**config.mk**
```make
export PLATFORM = sky130hd
export DESIGN_NAME = uart_rx_ctrl
export DESIGN_NICKNAME = d
export VERILOG_FILES = /design/src/rtl/uart_pkg.sv /design/src/rtl/rx_sync.sv /design/src/rtl/uart_rx_ctrl.sv
export SDC_FILE = /design/constraint.sdc
export NUM_CORES = 1
export LEC_CHECK = 0
export BUFFER_PORTS_ARGS = -buffer_cell sky130_fd_sc_hd__buf_2
export CORE_UTILIZATION = 43
export CTS_CLUSTER_SIZE = 24
export DETAILED_ROUTE_END_ITERATION = 10
export REMOVE_ABC_BUFFERS = 1
export SLEW_MARGIN = 10
export SYNTH_ARGS = -nofsm -noshare
export SYNTH_HDL_FRONTEND = slang
export SYNTH_HIERARCHICAL = 1
export SYNTH_SLANG_ARGS = --single-unit
export TNS_END_PERCENT = 20
```
**constraint.sdc**
```tcl
create_clock -name baurd_clk -period 2 [get_ports baurd_clk]
set_input_delay 0 -clock baurd_clk [delete_from_list [all_inputs] [get_ports baurd_clk]]
set_output_delay 0 -clock baurd_clk [all_outputs]
set_load 0.01 [all_outputs]
```
**src/rtl/uart_pkg.sv**
```systemverilog
// uart_pkg: shared receive-side types and default constants for the UART receiver.
package uart_pkg;
    typedef enum logic [2:0] {IDLE, START, DATA, PARITY, STOP, WAIT_HIGH} rx_state_e;
    localparam int DEF_DATA_BITS  = 8;
    localparam int DEF_OVERSAMPLE = 16;
    localparam int PAR_EVEN       = 0;
    localparam int PAR_ODD        = 1;
endpackage

```
**src/rtl/rx_sync.sv**
```systemverilog
// rx_sync: two-flop synchronizer for an asynchronous input, with selectable reset value.
module rx_sync #(
    parameter logic RESET_VAL = 1'b1
) (
    input  logic clk_i,
    input  logic rst_i,
    input  logic d_i,
    output logic q_o
);
    logic [1:0] ff_q;
    // Shift the raw input through two flops to settle metastability.
    always_ff @(posedge clk_i) begin
        if (rst_i) ff_q <= {2{RESET_VAL}};
        else       ff_q <= {ff_q[0], d_i};
    end
    assign q_o = ff_q[1];
endmodule

```
**src/rtl/uart_rx_ctrl.sv**
```systemverilog
// uart_rx_ctrl: oversampled UART receive sequencer with a single-entry valid/ready holding register.
module uart_rx_ctrl import uart_pkg::*; #(
    parameter int DATA_BITS  = DEF_DATA_BITS,
    parameter int OVERSAMPLE = DEF_OVERSAMPLE,
    parameter int PARITY_EN  = 0,
    parameter int PARITY_ODD = PAR_EVEN
) (
    input  logic                 baurd_clk,
    input  logic                 reset,
    input  logic                 rx_in,
    output logic [DATA_BITS-1:0] rx_data,
    output logic                 rx_valid,
    input  logic                 rx_ready,
    output logic                 frame_err,
    output logic                 parity_err,
    output logic                 overrun,
    input  logic                 err_clr,
    output logic                 busy
);
    localparam int CW = $clog2(OVERSAMPLE);
    localparam int IW = $clog2(DATA_BITS + 1);
    localparam logic [CW-1:0] HALF = CW'(OVERSAMPLE / 2 - 1);
    localparam logic [CW-1:0] LAST = CW'(OVERSAMPLE - 1);
    localparam logic [IW-1:0] LAST_BIT = IW'(DATA_BITS - 1);

    rx_state_e            state_q, state_d;
    logic [CW-1:0]        cnt_q, cnt_d;
    logic [IW-1:0]        idx_q, idx_d;
    logic [DATA_BITS-1:0] sh_q, sh_d, data_q, data_d;
    logic                 par_q, par_d, valid_q, valid_d;
    logic                 ferr_q, ferr_d, perr_q, perr_d, ovr_q, ovr_d;
    logic                 rx_s, deliver, take;

    rx_sync #(.RESET_VAL(1'b1)) u_sync (
        .clk_i (baurd_clk),
        .rst_i (reset),
        .d_i   (rx_in),
        .q_o   (rx_s)
    );

    // State, counters, shift register and holding register; reset drops any partial frame.
    always_ff @(posedge baurd_clk) begin
        if (reset) begin
            state_q <= IDLE;
            cnt_q   <= '0;
            idx_q   <= '0;
            sh_q    <= '0;
            par_q   <= 1'b0;
            data_q  <= '0;
            valid_q <= 1'b0;
            ferr_q  <= 1'b0;
            perr_q  <= 1'b0;
            ovr_q   <= 1'b0;
        end else begin
            state_q <= state_d;
            cnt_q   <= cnt_d;
            idx_q   <= idx_d;
            sh_q    <= sh_d;
            par_q   <= par_d;
            data_q  <= data_d;
            valid_q <= valid_d;
            ferr_q  <= ferr_d;
            perr_q  <= perr_d;
            ovr_q   <= ovr_d;
        end
    end

    // Frame sequencing with mid-bit sampling, then delivery into the holding register.
    always_comb begin
        state_d = state_q;
        cnt_d   = cnt_q;
        idx_d   = idx_q;
        sh_d    = sh_q;
        par_d   = par_q;
        ferr_d  = 1'b0;
        perr_d  = 1'b0;
        deliver = 1'b0;
        case (state_q)
            IDLE: if (!rx_s) begin
                state_d = START;
                cnt_d   = '0;
            end
            START: begin
                cnt_d = cnt_q + 1'b1;
                if (cnt_q == HALF) begin
                    cnt_d   = '0;
                    idx_d   = '0;
                    par_d   = 1'b0;
                    state_d = rx_s ? IDLE : DATA;
                end
            end
            DATA: begin
                cnt_d = cnt_q + 1'b1;
                if (cnt_q == LAST) begin
                    cnt_d = '0;
                    sh_d  = {rx_s, sh_q[DATA_BITS-1:1]};
                    idx_d = idx_q + 1'b1;
                    if (idx_q == LAST_BIT) state_d = (PARITY_EN != 0) ? PARITY : STOP;
                end
            end
            PARITY: begin
                cnt_d = cnt_q + 1'b1;
                if (cnt_q == LAST) begin
                    cnt_d   = '0;
                    par_d   = (^sh_q) ^ rx_s ^ (PARITY_ODD != 0);
                    state_d = STOP;
                end
            end
            STOP: begin
                cnt_d = cnt_q + 1'b1;
                if (cnt_q == LAST) begin
                    cnt_d   = '0;
                    deliver = rx_s;
                    perr_d  = rx_s & par_q;
                    ferr_d  = ~rx_s;
                    state_d = rx_s ? IDLE : WAIT_HIGH;
                end
            end
            WAIT_HIGH: if (rx_s) state_d = IDLE;
            default: state_d = IDLE;
        endcase
        take    = valid_q & rx_ready;
        data_d  = data_q;
        valid_d = valid_q & ~take;
        ovr_d   = ovr_q & ~err_clr;
        if (deliver) begin
            if (!valid_q || take) begin
                data_d  = sh_q;
                valid_d = 1'b1;
            end else begin
                ovr_d = 1'b1;
            end
        end
    end

    assign rx_data    = data_q;
    assign rx_valid   = valid_q;
    assign frame_err  = ferr_q;
    assign parity_err = perr_q;
    assign overrun    = ovr_q;
    assign busy       = (state_q != IDLE);
endmodule

```
==> results.json <==
{
  "status": "finished, final reports clean",
  "grt_usage_pct": 17.8,
  "internal_power_uw": 975,
  "clk-insertion-delay-late_ns": 0.29,
  "grt_first_pass_wirelength_um": 5520,
  "core-area_mm2": 0.00366,
  "worst_pin_slew_ns": 0.592,
  "drtPass1Iterations": 4,
  "min_to": "overrun",
  "clk_pin_slew_worst_paths_ns": 0.07,
  "drt-initial-drc-count": 69,
  "gp_congestion": 0.747,
  "worstPathMaxFanout": 8,
  "antenna_found_initial": 0,
  "grt_pass1_vias": 1267,
  "rows": 22,
  "peakVddDrop_v": 0.000299,
  "cap_viol_max_count": 0,
  "globalRouteOverflowTotal": 0,
  "netlist_instances": 171,
  "syn-mean-instance-area_um2": 9.54,
  "viasPerCell": 5.17,
  "synth_common_cells": "dfxtp_1 (34), nor2_1 (25), mux2i_1 (16), a21oi_1 (8), inv_1 (8)",
  "cts-root-buf": "clkbuf_8",
  "synth_edf_count": 0,
  "dp_cells": 232,
  "switchingPower_uw": 276,
  "layout-drive-gt1-share_pct": 21.2,
  "die_y_um": 63.6,
  "slowest_stage": "dfxtp_1",
  "crit_type": "register to register",
  "dp_hpwl_um": 2220,
  "synth_top_area_share_pct": 41.7,
  "ys_seq_elements": 34,
  "yosysUniqueCellTypes": 44,
  "p_leak_nw": 0.820,
  "worst_setup_path_start_kind": "register",
  "die_area_mm2": 0.00404,
  "rr_worst_depth": 6,
  "switching_share_pct": 22.1,
  "fin_nets": 199,
  "fill_cells": 346,
  "rsz0062_at_grt": "no",
  "ctsResizeCount": 0,
  "place_ws_ns": 0.217,
  "final-max-slew-violation-count": 0,
  "pwr-share-comb_pct": 3.6,
  "synthTopCellsByArea": "dfxtp_1 (42%), mux2i_1 (9.8%), nor2_1 (5.8%), xnor2_1 (3.8%), a2111oi_4 (3.4%)",
  "fin_crit_sh_pct": 91.2,
  "yosys.area.top_type": "dfxtp_1",
  "cts_sinks": 34,
  "vias": 1246,
  "clock_skew_ns": 0.00420,
  "synth_flop_cell": "dfxtp_1",
  "whs_path_depth": 3,
  "die_w_um": 63.6,
  "cts_tree": "yes",
  "grt_max_degree": 35,
  "syn_area_mm2": 0.00163,
  "p_seq_share_pct": 54.6,
  "r2r_setup_slack_ns": 0.18,
  "pin_count": 18,
  "period_needed_ns": 1.82,
  "htree_num_levels": 2,
  "p_per_area_mw_per_mm2": 668,
  "yosysMostFrequentCell": "dfxtp_1",
  "cts_hold_buf": 1,
  "area_growth_pct": 14.8,
  "crit_family": "simple AND/OR/NAND/NOR gates",
  "hold_path.startpoint": "err_clr",
  "setup_tns_ns": 0,
  "drc": 0,
  "relSlewSlack_pct": 60.6,
  "clockBufferDepth": 2,
  "endpoint_kind": "register",
  "routed_wl_um": 3070,
  "required_ns": 2.15,
  "reg2reg_from": "cnt_q[0]",
  "pwr-share-clk_pct": 41.8,
  "p_total_mw": 1.25,
  "cts_made_buffers": 5,
  "worst-path-buf-inv": 1,
  "finalSetupViolations": 0,
  "port_buffers": 17,
  "antenna_cells": 0,
  "r2r_end": "sh_q[5]",
  "hold_class": "primary input to register",
  "max_freq_mhz": 548,
  "ys_seq_area_share_pct": 41.7,
  "drt-wirelength-per-cell_um": 12.8,
  "path_cells": "ha_1, and2b_1, or3b_1, buf_4, mux2i_1, nor2_1",
  "final_cells": 241,
  "cp_slowest_stage_delay_ns": 0.38,
  "cp.arrival_ns": 1.98,
  "post-cts-setup-buffers": 0,
  "hold_viol": 0,
  "start_util_pct": 44.6,
  "ant_nets": 0,
  "synth-async-reset-ratio_pct": 0,
  "layout_setup_ws_ns": 0.175,
  "yosys_warnings": 6
}
through the flow:
stage | area, um2 | utilization (%) | hold slack [ns]
after floorplan | 1580 | - | 0.0691
after global placement | 1770 | 48.3 | 0.181
after detailed placement | 1770 | 48.3 | 0.184
after CTS | 1870 | 51.2 | 0.00775
after global routing | 1870 | 51.2 | 0.0260
final | 1870 | 51.2 | 0.0233
power groups by stage:
| stage | logic, mW | clock network (mW) | registers [mW] |
|---|---|---|---|
| after detailed placement | 0.0435 | 0 | 0.698 |
| after floorplan | 0.0201 | 0 | 0.700 |
| after global routing | 0.0497 | 0.579 | 0.682 |
| final | 0.0451 | 0.523 | 0.683 |
| after global placement | 0.0422 | 0 | 0.698 |
| after CTS | 0.0452 | 0.548 | 0.682 |
worst max-delay path by stage:
stage | start | end | slack [ns] | depth (start not counted)
floorplan | cnt_q[0] | idx_q[0] | 0.27 | 5
global placement | cnt_q[0] | cnt_q[3] | 0.28 | 5
detailed placement | cnt_q[0] | sh_q[5] | 0.22 | 6
CTS | cnt_q[0] | sh_q[5] | 0.18 | 6
global route | cnt_q[0] | sh_q[5] | 0.07 | 6
finish | cnt_q[0] | sh_q[5] | 0.18 | 6
sequential cells by signal (all words and copies together), names as in the netlist:
register	flops
u_sync/ff_q	2
idx_q	4
state_q	3
cnt_q	4
frame_err	1
parity_err	1
overrun	1
rx_valid	1
par_q	1
rx_data	8
sh_q	8
worst register-to-register path, delay by kind of cell, from the launching register on:
family        cells  cell delay [ns]
flops             1             0.38
buf+inv           1             0.20
mux               1             0.17
simple gates      3             0.64
fa+ha+maj         1             0.31
placed cells by master (no fill, tap or decap), types with 2 or more instances in the layout:
| cell type | netlist | final |
|---|---|---|
| dfxtp_1 | 34 | 34 |
| nor2_1 | 25 | 25 |
| buf_2 | 4 | 17 |
| mux2i_1 | 16 | 16 |
| inv_1 | 8 | 8 |
| a21oi_1 | 8 | 8 |
| nand3_1 | 7 | 7 |
| xnor2_1 | 7 | 7 |
| clkbuf_8 | 0 | 6 |
| buf_4 | 1 | 6 |
| nand2b_1 | 5 | 5 |
| nand2_1 | 5 | 5 |
| nand3b_1 | 4 | 4 |
| nand4_1 | 4 | 4 |
| nor3b_1 | 3 | 3 |
| nor3_1 | 2 | 2 |
| a31o_2 | 2 | 2 |
| a2111oi_4 | 2 | 2 |
| xor2_1 | 2 | 2 |
| nor2b_1 | 2 | 2 |
| ha_1 | 2 | 2 |
| or2_1 | 2 | 2 |
metal layers:
layer,vias to the layer above,track usage (%),share of wire [%]
li1,636,-,-
met1,582,19.8,46
met2,23,30.5,48
met3,5,5.98,3.9
met4,0,8.24,1.7
met5,-,0,0
cell type report:
class | count | area (um2) | area share [%]
Inverter | 8 | 30.0 | 1.60
Multi-Input combinational cell | 119 | 867 | 46.3
Tap cell | 48 | 60.1 | 3.21
Sequential cell | 34 | 681 | 36.3
Timing Repair Buffer | 24 | 140 | 7.48
Clock buffer | 6 | 82.6 | 4.41
Clock inverter | 2 | 12.5 | 0.668
cell families (layout without fill, tap and decap cells):
kind of cell,after synthesis,after routing,synth area share (%)
AND/OR/NAND/NOR,66,66,21.6
flip-flops,34,34,41.7
AO/OA/AOI/OAI,24,24,13.3
buffers and inverters,18,40,5.14
multiplexers,17,17,10.5
XOR/XNOR,10,10,6.21
adder cells (fa/ha/maj),2,2,1.53
Note: power is estimated with default switching activity, not from simulation.
